$ cat src/rtl/axil_rd_mst_if.sv
// Bundle of the core load-request/response channel and the AXI-lite AR/R channels.
// The master modport is the bridge's view; the slave modport is the view of the environment around it.
interface axil_rd_mst_if #(
  parameter int DATA_WIDTH = 32,
  parameter int ADDR_WIDTH = 32
);
  logic                  req_val;
  logic [ADDR_WIDTH-1:0] req_addr;
  logic                  req_rdy;

  logic                  rsp_val;
  logic [DATA_WIDTH-1:0] rsp_dat;
  logic [1:0]            rsp_err;
  logic                  rsp_tmo;
  logic                  rsp_rdy;

  logic [ADDR_WIDTH-1:0] axi_araddr;
  logic                  axi_arvalid;
  logic                  axi_arready;

  logic [DATA_WIDTH-1:0] axi_rdata;
  logic [1:0]            axi_rresp;
  logic                  axi_rvalid;
  logic                  axi_rready;

  modport master (
    input  req_val, req_addr, rsp_rdy,
    input  axi_arready, axi_rdata, axi_rresp, axi_rvalid,
    output req_rdy, rsp_val, rsp_dat, rsp_err, rsp_tmo,
    output axi_araddr, axi_arvalid, axi_rready
  );

  modport slave (
    output req_val, req_addr, rsp_rdy,
    output axi_arready, axi_rdata, axi_rresp, axi_rvalid,
    input  req_rdy, rsp_val, rsp_dat, rsp_err, rsp_tmo,
    input  axi_araddr, axi_arvalid, axi_rready
  );
endinterface

$ cat src/rtl/axil_rd_mst.sv
// Single-outstanding AXI-lite read master: turns core load requests into AR/R transactions,
// with an R-channel timeout and a drain of the late beat that a timeout leaves behind.
module axil_rd_mst #(
  parameter int DATA_WIDTH = 32,
  parameter int ADDR_WIDTH = 32,
  parameter int TMO_CYCLES = 255
) (
  input logic          clk,
  input logic          rst,
  axil_rd_mst_if.master bus
);

  typedef enum logic [1:0] {
    IDLE = 2'd0,
    ADDR = 2'd1,
    DATA = 2'd2,
    RESP = 2'd3
  } state_t;

  localparam logic [15:0] TMO_LIMIT = 16'(TMO_CYCLES);

  state_t                r_state;
  state_t                w_state_nxt;
  logic                  r_drain;
  logic                  w_drain_nxt;
  logic [15:0]           r_cnt;
  logic [15:0]           w_cnt_nxt;
  logic [ADDR_WIDTH-1:0] r_addr;
  logic [ADDR_WIDTH-1:0] w_addr_nxt;
  logic [DATA_WIDTH-1:0] r_dat;
  logic [DATA_WIDTH-1:0] w_dat_nxt;
  logic [1:0]            r_err;
  logic [1:0]            w_err_nxt;
  logic                  r_tmo;
  logic                  w_tmo_nxt;

  logic                  w_req_fire;
  logic                  w_terminal;
  logic                  w_drain_beat;

  // Handshake decodes from registered state only, so no input reaches req_rdy or axi_arvalid.
  assign bus.req_rdy     = (r_state == IDLE) && !r_drain;
  assign bus.axi_arvalid = (r_state == ADDR);
  assign bus.axi_rready  = (r_state == DATA) || r_drain;
  assign bus.rsp_val     = (r_state == RESP);
  assign bus.axi_araddr  = r_addr;
  assign bus.rsp_dat     = r_dat;
  assign bus.rsp_err     = r_err;
  assign bus.rsp_tmo     = r_tmo;

  assign w_req_fire   = bus.req_val && bus.req_rdy;
  assign w_terminal   = (r_cnt == TMO_LIMIT);
  // A beat seen outside DATA while draining belongs to the timed-out transaction.
  assign w_drain_beat = r_drain && (r_state != DATA) && bus.axi_rvalid;

  // Next-state, counter, capture and drain logic.
  always_comb begin
    w_state_nxt = r_state;
    w_drain_nxt = r_drain;
    w_cnt_nxt   = r_cnt;
    w_addr_nxt  = r_addr;
    w_dat_nxt   = r_dat;
    w_err_nxt   = r_err;
    w_tmo_nxt   = r_tmo;

    if (w_drain_beat) begin
      w_drain_nxt = 1'b0;
    end else begin
      w_drain_nxt = r_drain;
    end

    case (r_state)
      IDLE: begin
        if (w_req_fire) begin
          w_addr_nxt  = bus.req_addr;
          w_state_nxt = ADDR;
        end else begin
          w_state_nxt = IDLE;
        end
      end
      ADDR: begin
        if (bus.axi_arready) begin
          w_cnt_nxt   = 16'd0;
          w_state_nxt = DATA;
        end else begin
          w_state_nxt = ADDR;
        end
      end
      DATA: begin
        // A beat on the terminal-count cycle still wins over the timeout.
        if (bus.axi_rvalid) begin
          w_dat_nxt   = bus.axi_rdata;
          w_err_nxt   = bus.axi_rresp;
          w_tmo_nxt   = 1'b0;
          w_state_nxt = RESP;
        end else if (w_terminal) begin
          w_dat_nxt   = {DATA_WIDTH{1'b0}};
          w_err_nxt   = 2'b00;
          w_tmo_nxt   = 1'b1;
          w_drain_nxt = 1'b1;
          w_state_nxt = RESP;
        end else if (r_cnt != 16'hFFFF) begin
          w_cnt_nxt   = r_cnt + 16'd1;
          w_state_nxt = DATA;
        end else begin
          w_state_nxt = DATA;
        end
      end
      RESP: begin
        if (bus.rsp_rdy) begin
          w_state_nxt = IDLE;
        end else begin
          w_state_nxt = RESP;
        end
      end
      default: begin
        w_state_nxt = IDLE;
      end
    endcase
  end

  // State and datapath registers with synchronous reset.
  always_ff @(posedge clk) begin
    if (rst) begin
      r_state <= IDLE;
      r_drain <= 1'b0;
      r_cnt   <= 16'd0;
      r_addr  <= {ADDR_WIDTH{1'b0}};
      r_dat   <= {DATA_WIDTH{1'b0}};
      r_err   <= 2'b00;
      r_tmo   <= 1'b0;
    end else begin
      r_state <= w_state_nxt;
      r_drain <= w_drain_nxt;
      r_cnt   <= w_cnt_nxt;
      r_addr  <= w_addr_nxt;
      r_dat   <= w_dat_nxt;
      r_err   <= w_err_nxt;
      r_tmo   <= w_tmo_nxt;
    end
  end

endmodule

$ cat src/flat_wrapper.sv
// flat-port wrapper written by rule: the top's interface ports become plain ports
module axil_rd_mst_flat 
#(
  parameter int DATA_WIDTH = 32,
  parameter int ADDR_WIDTH = 32,
  parameter int TMO_CYCLES = 255
)
  (clk, rst, bus_req_val, bus_req_addr, bus_rsp_rdy, bus_axi_arready, bus_axi_rdata, bus_axi_rresp, bus_axi_rvalid, bus_req_rdy, bus_rsp_val, bus_rsp_dat, bus_rsp_err, bus_rsp_tmo, bus_axi_araddr, bus_axi_arvalid, bus_axi_rready);
  axil_rd_mst_if #(.DATA_WIDTH(DATA_WIDTH), .ADDR_WIDTH(ADDR_WIDTH)) bus_i ();
  input logic clk;
  input logic rst;
  input wire logic [$bits(bus_i.req_val)-1:0] bus_req_val;
  input wire logic [$bits(bus_i.req_addr)-1:0] bus_req_addr;
  input wire logic [$bits(bus_i.rsp_rdy)-1:0] bus_rsp_rdy;
  input wire logic [$bits(bus_i.axi_arready)-1:0] bus_axi_arready;
  input wire logic [$bits(bus_i.axi_rdata)-1:0] bus_axi_rdata;
  input wire logic [$bits(bus_i.axi_rresp)-1:0] bus_axi_rresp;
  input wire logic [$bits(bus_i.axi_rvalid)-1:0] bus_axi_rvalid;
  output wire logic [$bits(bus_i.req_rdy)-1:0] bus_req_rdy;
  output wire logic [$bits(bus_i.rsp_val)-1:0] bus_rsp_val;
  output wire logic [$bits(bus_i.rsp_dat)-1:0] bus_rsp_dat;
  output wire logic [$bits(bus_i.rsp_err)-1:0] bus_rsp_err;
  output wire logic [$bits(bus_i.rsp_tmo)-1:0] bus_rsp_tmo;
  output wire logic [$bits(bus_i.axi_araddr)-1:0] bus_axi_araddr;
  output wire logic [$bits(bus_i.axi_arvalid)-1:0] bus_axi_arvalid;
  output wire logic [$bits(bus_i.axi_rready)-1:0] bus_axi_rready;
  assign bus_i.req_val = bus_req_val;
  assign bus_i.req_addr = bus_req_addr;
  assign bus_i.rsp_rdy = bus_rsp_rdy;
  assign bus_i.axi_arready = bus_axi_arready;
  assign bus_i.axi_rdata = bus_axi_rdata;
  assign bus_i.axi_rresp = bus_axi_rresp;
  assign bus_i.axi_rvalid = bus_axi_rvalid;
  assign bus_req_rdy = bus_i.req_rdy;
  assign bus_rsp_val = bus_i.rsp_val;
  assign bus_rsp_dat = bus_i.rsp_dat;
  assign bus_rsp_err = bus_i.rsp_err;
  assign bus_rsp_tmo = bus_i.rsp_tmo;
  assign bus_axi_araddr = bus_i.axi_araddr;
  assign bus_axi_arvalid = bus_i.axi_arvalid;
  assign bus_axi_rready = bus_i.axi_rready;
  axil_rd_mst #(.DATA_WIDTH(DATA_WIDTH), .ADDR_WIDTH(ADDR_WIDTH), .TMO_CYCLES(TMO_CYCLES)) u_core (.clk(clk), .rst(rst), .bus(bus_i));
endmodule
$ cat config.mk
export PLATFORM = sky130hd
export DESIGN_NAME = axil_rd_mst_flat
export DESIGN_NICKNAME = d
export VERILOG_FILES = /design/src/rtl/axil_rd_mst_if.sv /design/src/rtl/axil_rd_mst.sv /design/src/flat_wrapper.sv
export SDC_FILE = /design/constraint.sdc
export NUM_CORES = 1
export LEC_CHECK = 0
export ABC_AREA = 1
export ABC_CLOCK_PERIOD_IN_PS = 1800
export CAP_MARGIN = 20
export CORE_MARGIN = 4
export CORE_UTILIZATION = 44
export CTS_CLUSTER_DIAMETER = 50
export DETAILED_ROUTE_END_ITERATION = 8
export PLACE_DENSITY = 0.8
export SYNTH_ARGS = -nofsm -noshare
export SYNTH_HDL_FRONTEND = slang
export SYNTH_SLANG_ARGS = --single-unit
$ cat constraint.sdc
create_clock -name clk -period 1.8 [get_ports clk]
set_clock_uncertainty 0.15 [all_clocks]
set_input_delay 0.27 -clock clk [delete_from_list [all_inputs] [get_ports clk]]
set_output_delay 0.27 -clock clk [all_outputs]
set_load 0.005 [all_outputs]
=== Word-level counts from Yosys, hierarchy flattened ===
Index checks and enable logic that the tools add are counted.

* Register bits: 86
* Bits of input ports: 72
* Output and inout port bits: 71
* Word-level logic and storage cells: 51

* Add/sub/neg operators: 1
* Equal/unequal tests: 10
* Multiplexer cells: 21
* Reductions and logical operators: 12

{| class="wikitable"
|+ Operators with widths
! kind !! count
|-
| $mux W16 || 4
|-
| $mux W32 || 2
|-
| $pmux W16 S2 || 1
|-
| $add A16 B1 Y16 const B || 1
|-
| $eq A16 B8 Y1 const B || 1
|-
| $ne A16 B16 Y1 const B || 1
|-
| $mux W2 || 5
|-
| $ne A2 B2 Y1 const B || 5
|-
| $mux W1 || 8
|-
| $pmux W2 S4 || 1
|-
| $reduce_and A5 Y1 || 1
|-
| $eq A2 B2 Y1 const B || 2
|-
| $logic_and A1 B1 Y1 || 4
|-
| $reduce_and A2 Y1 || 2
|-
| $reduce_bool A2 Y1 || 2
|-
| $eq A2 B1 Y1 const B || 1
|-
| $logic_not A2 Y1 || 1
|-
| $logic_not A1 Y1 || 1
|-
| $logic_or A1 B1 Y1 || 1
|}

=== Logic depth before layout (Yosys ltp) ===
* Word-level depth: 7
* Gate-level depth with buffers: 11
* Depth with buffers taken out: 11

=== Worst setup path before layout ===
No wires, ideal clock.

* Kind: reg-to-reg
* Start: register u_core.r_cnt[0]
* End: register u_core.r_cnt[10]
* Setup time: 68 ps
* Arrival time: 1,427 ps
* Data required time: 1,582 ps
* Path slack: 156 ps
* Cell stages (with the launch flop): 11
* Path buffers: 1
* Period minus slack after synthesis: 1,644 ps
* Cells stage by stage: dfxtp_1 -> ha_1 -> nand2_1 -> nor2_4 -> nand3_2 -> nor2_4 -> nor2_4 -> nand2_4 -> buf_8 -> nand2_1 -> a21oi_2

* Cells in the longest elaborated chain, start to end: 5
* Elaborated cells on any way between the ends: 10
* Those cells by class: add/sub: 1; eq/ne: 4; mux: 4; reduce/logical: 1

{| class="wikitable"
|+ Ends and longest elaborated chain
! what !! line !! RTL
|-
| start, declared || axil_rd_mst.sv:26 || <nowiki>logic [15:0] r_cnt;</nowiki>
|-
| start signal, assigned || axil_rd_mst.sv:135 || <nowiki>r_cnt <= w_cnt_nxt;</nowiki>
|-
| $add A16 B1 Y16 || axil_rd_mst.sv:103 || <nowiki>w_cnt_nxt = r_cnt + 16'd1;</nowiki>
|-
| $mux W16 || axil_rd_mst.sv:102 || <nowiki>end else if (r_cnt != 16'hFFFF) begin</nowiki>
|-
| $mux W16 || axil_rd_mst.sv:96 || <nowiki>end else if (w_terminal) begin</nowiki>
|-
| $mux W16 || axil_rd_mst.sv:91 || <nowiki>if (bus.axi_rvalid) begin</nowiki>
|-
| $pmux W16 S2 || axil_rd_mst.sv:72 || <nowiki>case (r_state)</nowiki>
|}

Parallel ways exist; a longest one is shown, timed or not. The select of a mux whose other input is x is not followed.
A chain may end at the register's enable or synchronous reset.

=== Worst setup path after layout ===
* Start: register u_core.r_cnt[10]
* End: register u_core.r_cnt[9]

* Cells in the longest elaborated chain, start to end: 3
* Elaborated cells on any way between the ends: 5
* Those cells by class: eq/ne: 4; reduce/logical: 1

{| class="wikitable"
|+ Ends and longest elaborated chain
! what !! line
|-
| $eq A16 B8 Y1 or $ne A16 B16 Y1 (tied branches) || axil_rd_mst.sv:52, axil_rd_mst.sv:102
|-
| $ne A2 B2 Y1 (no source line) || -
|-
| $reduce_and A5 Y1 (no source line) * || -
|}

Every way passes the cells marked *; elsewhere a longest branch is shown, timed or not.

==> out/qor_table.md <==
| Parameter | Value |
|---|---|
| Result of the run | finished, final reports clean |
| Met3 routing resource usage after global routing | 0.09868 |
| Worst supply voltage drop on vdd | 0.5319 mV |
| Number of distinct standard cells referenced by the synthesized netlist | 30 |
| Number of stages on the worst setup path | 9 |
| Via density | 5.192 |
| Syn Std Cell Area | 0.003724 mm^2 |
| Net count of the mapped netlist | 587 |
| Share of synthesized area occupied by flip-flops and latches | 0.4624 |
| Dominant combinational cell family by area after synthesis | simple AND/OR/NAND/NOR gates |
| Most congested layer reported by global routing | met2 |
| Number of placed instances with taps included | 748 |
| Root buffer cell | sky130_fd_sc_hd__clkbuf_8 |
| Required time of the critical path | 1950 ps |
| Nature of the critical path startpoint | flip-flop |
| Capture point of the worst path | u_core.r_cnt[9]$_SDFFE_PP0P_ |
| Final setup vio count | 0 |
| Die H | 99.99 um |
| Total number of placement rows | 33 |
| Count of buffering cells on the critical path with inverters included | 1 |
| Final Wtd Congestion | 0.9748 |
| Reg2reg path depth | 9 |
| Multiplexer area fraction after synthesis | 0 |
| Die width | 99.99 um |
| Terminus of the critical flop-to-flop path | u_core.r_cnt[9]$_SDFFE_PP0P_ |
| Number of standard cells in the final layout excluding fillers | 765 |
| Fillers | 705 |
| Slew @ Worst Pin | 360.1 ps |
| Fraction of the core area covered by cells at the end of the flow | 0.6761 |
| Reg-to-reg setup timing slack | 100 ps |
| Synth Register Bits | 86 |
| Pre-CTS setup slack | 21.78 ps |
| Total global routing track utilization | 0.2172 |
| Fin. max-slew vios | 0 |
| Share of post-route cells with drive strength above 1 | 0.1106 |
| DR WL/cell | 14.36 um |
| RR Startpoint | u_core.r_cnt[10]$_SDFFE_PP0P_ |
| Number of ports placed on the die boundary | 143 |
| Crit-path cells | nand2_2, nor2_2, nand3_2, nor2_4, nor2_4, nand2_8, buf_4, nand2_2, a21oi_2 |
| Sum Neg Setup Slack | 0 ps |
| Cell type with the highest aggregate area in the netlist | sky130_fd_sc_hd__dfxtp_1 |
| Crit-path slowest cell | sky130_fd_sc_hd__dfxtp_1 |
| H-tree levels | 3 |
| Number of antenna violations at the first check in global routing | 0 |
| Initial DRT Pass Iterations | 4 |
| # clock sinks | 86 |
| Worst setup path start | u_core.r_cnt[10]$_SDFFE_PP0P_ |
| Cell family with most CP delay | simple AND/OR/NAND/NOR gates |
| Count of port buffers added during placement | 142 |
| Period utilization | 0.9418 |
| Final ANT Viol Nets | 0 |
| Antenna Diode Count | 0 |
| Met1 GRT Util | 0.2619 |
| Aggregate routed wire length | 10990 um |
| Worst-path clk slew | 90 ps |
| Via total after detailed routing | 3972 |
| Max stage delay on crit path | 460 ps |
| Total area of multi-input combinational cells | 0.001785 mm^2 |
| First-pass GRT wire length | 17590 um |
| Number of remaining DRC errors | 0 |
| Area of the core region | 0.008217 mm^2 |
| Post-layout power | 4.302 mW |
| Global-route met2 utilization | 0.3545 |
| Critical Path AT | 1840 ps |
| Yosys warning total | 0 |
| Max Cap Violations | 0 |
| Final critical-path required period | 1695 ps |
| Clock buffer depth | 2 |
| Quantity of hold-fixing buffers added after cts | 0 |
| Synthesized-area fraction occupied by adder cells | 0.003360 |
| Area share of the leading cell type in the synthesized netlist | 0.4624 |
| Simple logic cell fraction of the synthesized area | 0.3454 |
| Starting DRC count in detailed routing | 123 |
| Via count of the first global-routing pass | 3757 |
| Standby leakage power | 1.997 nW |
| F_max | 589.9 MHz |
| Crit-path max FO | 16 |
| Area growth from synthesis to layout | 49.19% |
| Ranking of synthesized cells by area | sky130_fd_sc_hd__dfxtp_1 46%, sky130_fd_sc_hd__nand2_1 13%, sky130_fd_sc_hd__nand3_1 12%, sky130_fd_sc_hd__a21oi_1 10%, sky130_fd_sc_hd__nor2_1 4.3% |
| Post-detailed-placement half-perimeter wirelength | 7945 um |
| CTS Buf Count | 9 |
| Crit end category | flip-flop |
| GRT Residual Overflow | 0 |
| Overall die area | 0.009998 mm^2 |
| XOR/XNOR Fraction of Synth Area | 0.002352 |
| Initial core utilization | 0.4532 |
| Largest net degree at the start of global routing | 68 |
| Net total in the final layout | 728 |
| Compound-cell area share of the yosys netlist | 0.1223 |
| Latest clock arrival within the worst-skew pair | 350 ps |
| Type of the most critical hold path | in -> reg |
| Final Hold Fails | 0 |
| Least setup slack across all paths after layout | 104.7 ps |
| Critical path class | reg -> reg |
| Total power per unit cell area | 774.4 mW/mm^2 |
| Reg area | 0.001735 mm^2 |
| CTS tree | yes |
| Avg Inst Size Synth | 7.244 um^2 |
| Setup repair after global routing missed its margin | yes |
| Syn Inst Count | 514 |
| Max_slew headroom | 0.7600 |
==> cell usage after synthesis <==
cell and number:
sky130_fd_sc_hd__a41oi_1 1, sky130_fd_sc_hd__a31oi_1 1, sky130_fd_sc_hd__nand2_1 125, sky130_fd_sc_hd__a21oi_2 2, sky130_fd_sc_hd__dfxtp_1 86, sky130_fd_sc_hd__inv_1 21
sky130_fd_sc_hd__buf_2 9, sky130_fd_sc_hd__clkbuf_1 21, sky130_fd_sc_hd__nand4_1 3, sky130_fd_sc_hd__nor3_2 1, sky130_fd_sc_hd__nor2_4 4, sky130_fd_sc_hd__inv_2 2
sky130_fd_sc_hd__nand2_4 3, sky130_fd_sc_hd__nand2_2 4, sky130_fd_sc_hd__o21bai_1 2, sky130_fd_sc_hd__o21ai_0 4, sky130_fd_sc_hd__clkinv_1 1, sky130_fd_sc_hd__nand3_1 91
sky130_fd_sc_hd__ha_1 1, sky130_fd_sc_hd__a211oi_2 1, sky130_fd_sc_hd__nor2_1 43, sky130_fd_sc_hd__or2_2 1, sky130_fd_sc_hd__nand3_2 3, sky130_fd_sc_hd__inv_4 1
sky130_fd_sc_hd__buf_8 1, sky130_fd_sc_hd__buf_1 1, sky130_fd_sc_hd__xor2_1 1, sky130_fd_sc_hd__or2_0 1, sky130_fd_sc_hd__a21oi_1 75, sky130_fd_sc_hd__nor2_2 4
==> report_power, final <==
group          switching (mW)  leakage, nW  internal [mW]
registers              0.0741        0.704           2.00
clock network           0.746        0.103          0.664
logic                   0.384         1.19          0.429
total                    1.20         2.00           3.10
==> worst reg2reg max path: stages (launching register included) <==
cell and delay [ps]:
sky130_fd_sc_hd__dfxtp_1 460, sky130_fd_sc_hd__nand2_2 110, sky130_fd_sc_hd__nor2_2 200, sky130_fd_sc_hd__nand3_2 140, sky130_fd_sc_hd__nor2_4 120, sky130_fd_sc_hd__nor2_4 60, sky130_fd_sc_hd__nand2_8 120, sky130_fd_sc_hd__buf_4 120
sky130_fd_sc_hd__nand2_2 40, sky130_fd_sc_hd__a21oi_2 120
==> routing by layer <==
layer / up-vias / wire length, um
met3: 8 / 1027
met4: 0 / 98
met2: 131 / 5359
met1: 1859 / 4500
li1: 1974 / -
met5: - / 0
==> area by class of cell <==
type,count,area share
clock inverters,7,0.01441
inverters,25,0.01734
well taps,105,0.02365
flip-flops and latches,86,0.3124
repair buffers,162,0.2885
multi-input cells,371,0.3214
clock buffers,9,0.02230
==> state kept, by name, summed over array words and instances, names as in the netlist <==
signal and count:
u_core.bus.axi_araddr 32, u_core.bus.rsp_dat 32, u_core.bus.rsp_err 2, u_core.bus.rsp_tmo 1, u_core.r_cnt 16, u_core.r_drain 1, u_core.r_state 2
==> cell usage in the layout, fill, tap and decap left out, drive strengths merged, types with 3 or more instances in the layout <==
master	instances
nand3	94
dlygate4sd2	4
inv	28
o21ai	4
nand4	3
dfxtp	86
a21oi	77
clkbuf	9
buf	21
clkdlybuf4s50	137
nand2	132
nor2	51
==> kinds of logic (layout without fill, tap and decap cells) <==
family / count (synthesis) / after routing
simple gates: 283 / 283
xor+xnor: 1 / 1
fa+ha+maj: 1 / 1
buf+inv: 57 / 203
compound gates: 86 / 86
flops: 86 / 86
==> what timing repair did <==
action                     4_1_cts  5_1_grt
gates resized for setup          8       10
setup endpoints to repair        4       15
hold endpoints to repair         0        0
buffers inserted                 0        1
pin swaps                        1        1
gates cloned                     0        0
==> metrics by stage <==
stage	hold slack [ps]	instance area, um^2
final	135.0	5555
after global routing	127.8	5555
after CTS	116.1	5522
after detailed placement	301.0	5315
after global placement	296.8	5315
after floorplan	268.3	3724
==> worst min path at each step <==
stage                                                start                                     end  slack, ps  cells after the start
finish                                                 rst            u_core.r_cnt[9]$_SDFFE_PP0P_        140                      2
global route                                           rst            u_core.r_cnt[9]$_SDFFE_PP0P_        130                      2
CTS                                                    rst            u_core.r_cnt[9]$_SDFFE_PP0P_        120                      2
detailed placement  u_core.bus.axi_araddr[15]$_SDFFE_PP0P_  u_core.bus.axi_araddr[15]$_SDFFE_PP0P_        300                      2
global placement     u_core.bus.axi_araddr[1]$_SDFFE_PP0P_   u_core.bus.axi_araddr[1]$_SDFFE_PP0P_        300                      2
floorplan                                bus_axi_rdata[10]     u_core.bus.rsp_dat[10]$_SDFFE_PP0P_        270                      2
(Power assumes the default switching activity.)
